--- config.mk ---
export PLATFORM = sky130hd
export DESIGN_NAME = voltage_monitor_flat
export DESIGN_NICKNAME = d
export VERILOG_FILES = /design/src/rtl/voltage_monitor_pkg.sv /design/src/rtl/voltage_monitor_if.sv /design/src/rtl/voltage_monitor_block_stats.sv /design/src/rtl/voltage_monitor.sv /design/src/flat_wrapper.sv
export SDC_FILE = /design/constraint.sdc
export NUM_CORES = 1
export LEC_CHECK = 0
export ABC_CLOCK_PERIOD_IN_PS = 2000
export CORE_MARGIN = 4
export CORE_UTILIZATION = 51
export DETAILED_ROUTE_END_ITERATION = 6
export PLACE_DENSITY = 0.81
export SYNTH_ARGS = -nofsm -noshare
export SYNTH_HDL_FRONTEND = slang
export SYNTH_SLANG_ARGS = --single-unit
export TNS_END_PERCENT = 20
--- constraint.sdc ---
create_clock -name clk -period 2 [get_ports clk]
set_clock_uncertainty 0.05 [all_clocks]
set_input_delay 0.4 -clock clk [delete_from_list [all_inputs] [get_ports clk]]
set_output_delay 0.4 -clock clk [all_outputs]
set_load 0.1 [all_outputs]
--- src/rtl/voltage_monitor_pkg.sv ---
// voltage_monitor_pkg: shared FSM encoding, widths and small helpers for the voltage monitor
package voltage_monitor_pkg;
    typedef enum logic [2:0] {IDLE, REQUEST, WAIT, ACCUM, REPORT} state_t;
    localparam int ERR_W = 8;
    function automatic logic [ERR_W-1:0] sat_inc(input logic [ERR_W-1:0] v);
        return &v ? v : v + 1'b1;
    endfunction
    function automatic logic alarm_nxt(input logic cur, input logic set, input logic clr);
        return set ? 1'b1 : clr ? 1'b0 : cur;
    endfunction
endpackage

--- src/rtl/voltage_monitor_if.sv ---
// voltage_monitor_if: request/response handshake between the voltage monitor and the I2C read master
interface voltage_monitor_if;
    logic       i2c_enable;
    logic       sample_valid;
    logic [7:0] sample_data;
    logic       sample_error;
    modport master (output i2c_enable, input sample_valid, sample_data, sample_error);
    modport slave  (input i2c_enable, output sample_valid, sample_data, sample_error);
endinterface

--- src/rtl/voltage_monitor_block_stats.sv ---
// voltage_monitor_block_stats: per-block sum/min/max/count accumulator with look-ahead of the next values
module voltage_monitor_block_stats #(
    parameter int AVG_LOG2 = 2
) (
    input  logic                clk,
    input  logic                rst,
    input  logic                clr,
    input  logic                acc,
    input  logic [7:0]          sample,
    output logic [7+AVG_LOG2:0] sum_nxt,
    output logic [7:0]          min_nxt,
    output logic [7:0]          max_nxt,
    output logic                last
);
    localparam int SW = 8 + AVG_LOG2;
    localparam int CW = AVG_LOG2 + 1;
    localparam int N = 1 << AVG_LOG2;
    logic [SW-1:0] sum;
    logic [7:0]    min_r, max_r;
    logic [CW-1:0] cnt;
    always_comb begin
        sum_nxt = sum + SW'(sample);
        min_nxt = sample < min_r ? sample : min_r;
        max_nxt = sample > max_r ? sample : max_r;
        last = cnt == CW'(N - 1);
    end
    always_ff @(posedge clk) begin
        if (rst || clr) begin
            sum   <= '0;
            min_r <= 8'hFF;
            max_r <= 8'h00;
            cnt   <= '0;
        end else if (acc) begin
            sum   <= sum_nxt;
            min_r <= min_nxt;
            max_r <= max_nxt;
            cnt   <= cnt + 1'b1;
        end
    end
endmodule

--- src/rtl/voltage_monitor.sv ---
// voltage_monitor: periodic I2C voltage sampler with block averaging, min/max tracking and hysteresis alarms
module voltage_monitor
    import voltage_monitor_pkg::*;
#(
    parameter int         PERIOD_CYCLES  = 1000,
    parameter int         TIMEOUT_CYCLES = 500,
    parameter int         AVG_LOG2       = 2,
    parameter logic [7:0] HI_THR         = 8'd200,
    parameter logic [7:0] LO_THR         = 8'd20,
    parameter logic [7:0] HYST           = 8'd5
) (
    input  logic              clk,
    input  logic              rst,
    input  logic              run,
    voltage_monitor_if.master bus,
    output logic              avg_valid,
    output logic [7:0]        avg_out,
    output logic [7:0]        min_out,
    output logic [7:0]        max_out,
    output logic              alarm_hi,
    output logic              alarm_lo,
    output logic [ERR_W-1:0]  err_count
);
    localparam int PW = $clog2(PERIOD_CYCLES + 1);
    localparam int TW = $clog2(TIMEOUT_CYCLES + 1);
    state_t              state, state_nxt;
    logic [PW-1:0]       pcnt;
    logic [TW-1:0]       tcnt;
    logic [7:0]          sample;
    logic                tick, timeout, err_ev, acc, clr, last;
    logic [7+AVG_LOG2:0] sum_nxt;
    logic [7:0]          min_nxt, max_nxt;

    assign tick = run && pcnt == PW'(PERIOD_CYCLES - 1);
    assign timeout = tcnt == TW'(TIMEOUT_CYCLES - 1);

    always_comb begin
        state_nxt = state;
        err_ev = 1'b0;
        bus.i2c_enable = state == REQUEST;
        avg_valid = state == REPORT;
        acc = state == ACCUM;
        clr = state == REPORT;
        case (state)
            IDLE:    state_nxt = tick ? REQUEST : IDLE;
            REQUEST: state_nxt = WAIT;
            WAIT: begin
                err_ev = !bus.sample_valid && (bus.sample_error || timeout);
                state_nxt = bus.sample_valid ? ACCUM : err_ev ? IDLE : WAIT;
            end
            ACCUM:   state_nxt = last ? REPORT : IDLE;
            default: state_nxt = IDLE;
        endcase
    end

    voltage_monitor_block_stats #(.AVG_LOG2(AVG_LOG2)) u_stats (
        .clk(clk), .rst(rst), .clr(clr), .acc(acc), .sample(sample),
        .sum_nxt(sum_nxt), .min_nxt(min_nxt), .max_nxt(max_nxt), .last(last)
    );

    // Results are captured from the stats look-ahead on the final ACCUM edge so they are valid alongside avg_valid.
    always_ff @(posedge clk) begin
        if (rst) begin
            state     <= IDLE;
            pcnt      <= '0;
            tcnt      <= '0;
            sample    <= '0;
            avg_out   <= '0;
            min_out   <= '0;
            max_out   <= '0;
            alarm_hi  <= 1'b0;
            alarm_lo  <= 1'b0;
            err_count <= '0;
        end else begin
            state <= state_nxt;
            pcnt  <= (!run || tick) ? '0 : pcnt + 1'b1;
            tcnt  <= (state == WAIT) ? tcnt + 1'b1 : '0;
            if (state == WAIT && bus.sample_valid)
                sample <= bus.sample_data;
            if (err_ev)
                err_count <= sat_inc(err_count);
            if (acc && last) begin
                avg_out <= 8'(sum_nxt >> AVG_LOG2);
                min_out <= min_nxt;
                max_out <= max_nxt;
            end
            if (state == REPORT) begin
                alarm_hi <= alarm_nxt(alarm_hi, avg_out > HI_THR, avg_out < HI_THR - HYST);
                alarm_lo <= alarm_nxt(alarm_lo, avg_out < LO_THR, avg_out > LO_THR + HYST);
            end
        end
    end
endmodule

--- src/flat_wrapper.sv ---
// flat-port wrapper written by rule: the top's interface ports become plain ports
module voltage_monitor_flat import voltage_monitor_pkg::*;
#(
    parameter int         PERIOD_CYCLES  = 1000,
    parameter int         TIMEOUT_CYCLES = 500,
    parameter int         AVG_LOG2       = 2,
    parameter logic [7:0] HI_THR         = 8'd200,
    parameter logic [7:0] LO_THR         = 8'd20,
    parameter logic [7:0] HYST           = 8'd5
)
  (clk, rst, run, avg_valid, avg_out, min_out, max_out, alarm_hi, alarm_lo, err_count, bus_i2c_enable, bus_sample_valid, bus_sample_data, bus_sample_error);
  voltage_monitor_if bus_i ();
  input  logic clk;
  input  logic rst;
  input  logic run;
  output logic avg_valid;
  output logic [7:0] avg_out;
  output logic [7:0] min_out;
  output logic [7:0] max_out;
  output logic alarm_hi;
  output logic alarm_lo;
  output logic [ERR_W-1:0] err_count;
  output wire logic [$bits(bus_i.i2c_enable)-1:0] bus_i2c_enable;
  input wire logic [$bits(bus_i.sample_valid)-1:0] bus_sample_valid;
  input wire logic [$bits(bus_i.sample_data)-1:0] bus_sample_data;
  input wire logic [$bits(bus_i.sample_error)-1:0] bus_sample_error;
  assign bus_i2c_enable = bus_i.i2c_enable;
  assign bus_i.sample_valid = bus_sample_valid;
  assign bus_i.sample_data = bus_sample_data;
  assign bus_i.sample_error = bus_sample_error;
  voltage_monitor #(.PERIOD_CYCLES(PERIOD_CYCLES), .TIMEOUT_CYCLES(TIMEOUT_CYCLES), .AVG_LOG2(AVG_LOG2), .HI_THR(HI_THR), .LO_THR(LO_THR), .HYST(HYST)) u_core (.clk(clk), .rst(rst), .run(run), .bus(bus_i), .avg_valid(avg_valid), .avg_out(avg_out), .min_out(min_out), .max_out(max_out), .alarm_hi(alarm_hi), .alarm_lo(alarm_lo), .err_count(err_count));
endmodule
Yosys cells after proc, flatten, opt, wreduce, memory -nomap -nowiden
Cells that the tools add are included.

storage, ports and cells
  output and inout bits = 36
  logic and storage cells = 64
  bits of input ports = 13
  bits in registers = 93

operators by class
  reduce and logical (&&, ||, !) cells = 18
  magnitude comparators = 6
  $add $sub $neg = 5
  muxes and demuxes = 12
  bitwise operators = 2
  eq/ne operators = 7

operator list
  cell                     number
  $mux W8                  2
  $pmux W3 S4              1
  $add A10 B1 Y10 const B  1
  $add A10 B8 Y10          1
  $eq A10 B10 Y1 const B   1
  $add A9 B1 Y9 const B    1
  $eq A3 B2 Y1 const B     3
  $eq A9 B9 Y1 const B     1
  $add A8 B1 Y8 const B    1
  $gt A8 B5 Y1 const B     1
  $gt A8 B8 Y1             1
  $gt A8 B8 Y1 const B     1
  $lt A8 B5 Y1 const B     1
  $lt A8 B8 Y1             1
  $lt A8 B8 Y1 const B     1
  $reduce_and A8 Y1        1
  $mux W1                  6
  $mux W3                  2
  $reduce_and A2 Y1        3
  $logic_and A1 B1 Y1      4
  $reduce_bool A2 Y1       2
  $reduce_or A2 Y1         2
  $add A3 B1 Y3 const B    1
  $eq A3 B1 Y1 const B     1
  6 further kinds          10

Depth between registers and ports, before layout
  depth after elaboration = 6
  gate-level depth with buffers = 8

Cells and area by module
A second synthesis with hierarchy kept.

second synthesis, totals
  cell total of the unflattened synthesis = 555
  area total of the unflattened synthesis = 4,645.7 sq um

modules (own cells, without submodules)
  module                       instances  area each (sq um)  cells an instance
  voltage_monitor              1          2,556.2            308
  voltage_monitor_block_stats  1          2,089.5            247

Worst setup path after synthesis
Ideal clock, no wire load.

  kind = flip-flop to flip-flop
  from = register u_core.state[2]
  to = register u_core.u_stats.sum[7]
  setup slack = -0.649 ns
  stages on the path, launching flop included = 7
  data arrival time = 2.474 ns
  required time = 1.825 ns
  cell sequence = dfxtp_1 > nor3b_2 > nor2_1 > buf_2 > buf_1 > nand3_1 > nand3_1

between the ends
  word-level cells in the longest chain between the ends = 2
  elaborated cells on any way between the ends = 3
  classes of those cells = eq/ne: 2; reduce/logical: 1

ends and longest elaborated chain
  element                 line                               source
  from (decl)             voltage_monitor.sv:26              state_t state, state_nxt;
  from (signal assigned)  voltage_monitor.sv:75              state <= state_nxt;
  $eq A3 B3 Y1            n/a
  via avg_valid           flat_wrapper.sv:16                 output logic avg_valid;
  $logic_or A1 B1 Y1      voltage_monitor_block_stats.sv:28  if (rst || clr) begin
  to (signal assigned)    voltage_monitor_block_stats.sv:34  sum <= sum_nxt;
  to (decl)               voltage_monitor_block_stats.sv:18  logic [SW-1:0] sum;

The timed path passes the listed nets, and every way through them passes these cells.
A chain may end at the register's enable or synchronous reset.

Worst setup path after layout
  from = register u_core.sample[6]
  to = register u_core.max_out[7]

between the ends
  word-level cells in the longest chain between the ends = 2

ends and longest elaborated chain
  element                 line                               source
  from (decl)             voltage_monitor.sv:29              logic [7:0] sample;
  from (signal assigned)  voltage_monitor.sv:79              sample <= bus.sample_data;
  $gt A8 B8 Y1            voltage_monitor_block_stats.sv:24  max_nxt = sample > max_r ? sample : max_r;
  $mux W8                 voltage_monitor_block_stats.sv:24
  to (signal assigned)    voltage_monitor.sv:85              max_out <= max_nxt;
  to (decl)               voltage_monitor.sv:19              output logic [7:0] max_out,

Every way passes these cells.

==> results.md <==
Min path:
- In this run the worst hold path is classified as in2reg.
- The number of cells on the worst hold path is 2.
- For hold timing, the worst endpoint is u_core.avg_out[4]$_SDFFE_PP0P_.
- The startpoint identified for the worst hold timing path is rst.

Clock tree:
- The CTS tree is built.
- After clock tree synthesis, the clock-pin slew on the worst setup and hold paths is 0.09 ns.
- The clock sink total is 93.
- The root buffer cell is clkbuf_8.
- The clock tree buffer depth is 2.
- The H-tree was split into 3 levels.
- For the worst-skew pair, the clock arrives at the later sink with an insertion delay of 0.36 ns.
- TritonCTS created 9 clock buffers.

Global route:
- The global-route track usage on met2 is 0.387.
- The met1 demand-to-capacity share in global routing is 0.279.
- The global routing stage identified its most utilized layer as met2.
- The met3 usage is 0.0616.
- The overall global routing resource usage is 0.227.
- The first global-routing pass estimated 19.2 mm of wire.
- Entering global routing, the biggest net connects 33 pins.
- The via count of the first global-routing pass is 4,020.
- The initial antenna violation count was 0.
- Summed over all layers, the global routing overflow is 0.

Logic synthesis:
- The largest area contributor in the netlist is dfxtp_1.
- Counting flops with a built-in enable in the synthesized netlist gives 0.
- The per-instance average area after synthesis is 8.39 µm².
- The unique cell type count in the Yosys netlist is 61.
- The proportion of netlist area held by the largest area contributor is 0.404.
- The sequential area share after synthesis is 0.404.
- The synthesized instance count is 550.
- After synthesis the cells add up to 4610 µm².
- Yosys attributes the largest share of cell area to dfxtp_1 (40%), ha_1 (7.6%), nand2_1 (5.4%).
- The fraction of registers with async set or reset after synthesis is 0.
- Yosys printed 0 warnings.
- Synthesis inferred 93 register bits.
- The post-synthesis net count is 592.
- In the synthesized netlist the dominant register cell turns out to be dfxtp_1.

Critical path:
- For the worst setup path, the data arrival time is 2.22 ns.
- The reg-to-reg startpoint is u_core.sample[6]$_SDFFE_PP0N_.
- STA classifies the critical path startpoint as a flop.
- The critical path is of the reg2reg type.
- The endpoint identified for the worst register-to-register timing path is u_core.max_out[7]$_SDFFE_PP0P_.
- The combined buffer and inverter count along the critical path is 2.
- The number of cell instances on the worst register-to-register path is 7.
- Traced cell by cell, the critical path runs through buf_4 > ha_4 > nand4_1 > o21ai_2 > buf_6 > nand3_1 > a311oi_1.
- The slowest stage of the critical path is the dfxtp_2 cell.
- The setup check on the worst reg-to-reg path leaves a slack of 0.01 ns.
- At the worst endpoint, the required time is 2.23 ns.
- The kind of cell adding the most delay to the critical path is compound AO/OA/AOI/OAI gates.
- Along the worst path, the maximum fanout reaches 5.
- STA classifies the critical path endpoint as a flop.
- The worst stage delay on the critical path is 0.35 ns.

Drt:
- The detailed router's first-iteration violation count is 199.
- The total DRC errors in the routed layout is 0.
- The post-detailed-route via-to-cell ratio is 5.84.
- The detailed-router iteration count before antenna repair is 5.
- The residual antenna-violating net count after detailed routing is 0.
- The detailed router placed 4,290 vias in this run.
- Dividing the detail-routed wire length by the instance count gives 15.9 µm.
- The routed design has 11.7 mm of wire.

Layout:
- The library cell used most frequently in the layout, excluding fill and tap cells, is dfxtp_1.
- The filler cells instantiated in the layout total 651.
- The final antenna diode count is 0.
- The proportion of layout cells with a drive suffix above 1 is 0.230.
- In the layout the commonest cells are dfxtp_1 (83), nand2_1 (66), nor2_1 (56), buf_4 (53), nand3_1 (36).
- Compared with the post-synthesis result, the final layout area differs by 29.0%.
- At the end of the flow, the number of nets in the layout was 664.

Timing:
- The achievable frequency is 504 MHz.
- Setup repair after global routing could not meet its margin everywhere.
- The number of slew-limit violations in the final report is 0.
- The final-report hold violation count is 0.
- The final-layout worst hold slack is 0.347 ns.
- Headroom to the max-slew limit came out at 0.653.
- For the pin with the worst max-slew slack, the measured transition is 0.520 ns.
- The worst path in the final design needs a cycle of 1.99 ns, including I/O delays and setup.
- The total setup violations reported at the end of the flow is 0.
- Dividing the final minimum period by the clock period gives 0.993.

Power:
- Of the total power, the share spent switching nets is 0.229.
- The internal power component is 2500 µW.
- The part of the power in registers is 0.571.
- For this design the static power due to leakage is 0.00233 µW.
- The total power per unit cell area is 546 nW/µm².
- The analysis attributes to net switching a power of 745 µW.
- The maximum vdd ir drop is 532 µV.
- The completed layout was analyzed and its total power is 3250 µW.
- The share of total power dissipated in the clock network is 0.392.
- The share of total power dissipated in combinational logic is 0.037.

Run:
- Across the run, the number of max-cap violations was 0.

Place:
- The placed wire-length estimate after detailed placement is 8.43 mm.
- The number of port buffers is 48.
- Routability-driven placement finished with a final weighted congestion of 0.896.

Floorplanning:
- Measured along the x axis, the die boundary spans 103 µm.
- The top-level port count is 49.
- The number of rows in the core area is 34.
- The floorplan step set the die height to 103 µm.
- The effective utilization at floorplan is 0.526.
- After floorplanning, the core was sized to cover 8760 µm².
- The floorplan step defined a die boundary enclosing 10,600 µm².

Status:
- The run finished with clean final reports.
[final cells by class]
cell class                      count  area [µm²]  area share
Multi-Input combinational cell    407        2720       0.457
Sequential cell                    93        1880       0.316
Timing Repair Buffer               88         930       0.156
Clock buffer                       10         138      0.0231
Tap cell                          108         135      0.0227
Inverter                           23        86.3      0.0145
Clock inverter                      6        62.6      0.0105
[registers in the layout (all words and copies together) (netlist names)]
register and count:
u_core.sample 8, u_core.min_out 8, u_core.alarm_hi 1, u_core.err_count 8, u_core.u_stats.max_r 8, u_core.pcnt 10
u_core.u_stats.sum 10, u_core.avg_out 8, u_core.max_out 8, u_core.u_stats.cnt 3, u_core.alarm_lo 1, u_core.u_stats.min_r 8
u_core.state 3, u_core.tcnt 9
[cells in the mapped netlist (3+ instances only)]
library cell / instances
a211oi_1: 9
nor2_1: 57
o211a_1: 3
mux2i_1: 10
inv_1: 22
a311oi_1: 8
nand3b_1: 3
or3_1: 5
xnor2_1: 16
nor3_1: 22
and3_1: 8
buf_2: 9
mux2_2: 3
nand2_1: 66
o21ai_0: 28
ha_1: 28
clkbuf_1: 14
a21oi_1: 31
a21o_1: 8
dfxtp_1: 93
and4_1: 3
nand4_1: 4
nor4_1: 10
nor2b_1: 6
xor2_1: 4
nand3_1: 36
[power by group through the flow]
| stage | clock network [µW] | logic, µW | registers (µW) |
|---|---|---|---|
| final | 1270 | 119 | 1860 |
| after global routing | 1370 | 128 | 1860 |
| after CTS | 1290 | 118 | 1860 |
| after detailed placement | 0 | 118 | 1900 |
| after global placement | 0 | 116 | 1900 |
| after floorplan | 0 | 47.7 | 1920 |
[worst max-delay path by stage]
stage | start | end | slack [ns] | cells after the start
after detailed placement | u_core.u_stats.sum[0]$_SDFFE_PP0N_ | u_core.u_stats.sum[8]$_SDFFE_PP0N_ | -0.25 | 7
after floorplan | u_core.err_count[0]$_SDFFE_PP0P_ | u_core.err_count[6]$_SDFFE_PP0P_ | -0.28 | 5
after global placement | u_core.u_stats.sum[0]$_SDFFE_PP0N_ | u_core.avg_out[6]$_SDFFE_PP0P_ | -0.20 | 6
final | u_core.sample[6]$_SDFFE_PP0N_ | u_core.max_out[7]$_SDFFE_PP0P_ | 0.01 | 7
after CTS | u_core.u_stats.sum[0]$_SDFFE_PP0N_ | u_core.u_stats.sum[6]$_SDFFE_PP0N_ | 0.002 | 8
after global routing | u_core.u_stats.min_r[2]$_SDFFE_PP1N_ | u_core.u_stats.min_r[1]$_SDFFE_PP1N_ | -0.05 | 8
[repair_timing]
action	4_1_cts	5_1_grt
setup buffers	0	3
pin swaps	4	14
endpoints found under the setup margin	27	38
hold buffers	0	0
gates resized for setup	12	38
[layer usage]
metal / wire length, µm / vias up
li1: - / 2099
met1: 4910 / 2031
met2: 5820 / 135
met3: 698 / 25
met4: 264 / 0
met5: 0 / -
[worst reg2reg max path, delay by kind of cell, from the launching register on]
kind,cells,cell delay [ns]
and+or+nand+nor,2,0.32
AOI/OAI and AO/OA,2,0.57
buffers and inverters,2,0.33
DFF,1,0.35
adders and majority gates,1,0.27
[per-stage QoR]
step           TNS [ns]  area [µm²]  instances  worst slack [ns]  utilization
2_1_floorplan     -2.46        4640        550            -0.277            -
3_3_place_gp     -0.533        5530        716            -0.204        0.631
3_5_place_dp     -0.853        5530        716            -0.253        0.631
4_1_cts               0        5770        732           0.00196        0.658
5_1_grt          -0.500        5950        735           -0.0503        0.679
6_report              0        5950        735            0.0141        0.679
[logic make-up after synthesis]
logic type               share of synthesized area
buffers and inverters                       0.0450
flip-flops                                   0.404
AO/OA/AOI/OAI                                0.157
adder cells (fa/ha/maj)                     0.0803
multiplexers                                0.0290
AND/OR/NAND/NOR                              0.247
XOR/XNOR                                    0.0380
Power figures use the tool's default switching activity.
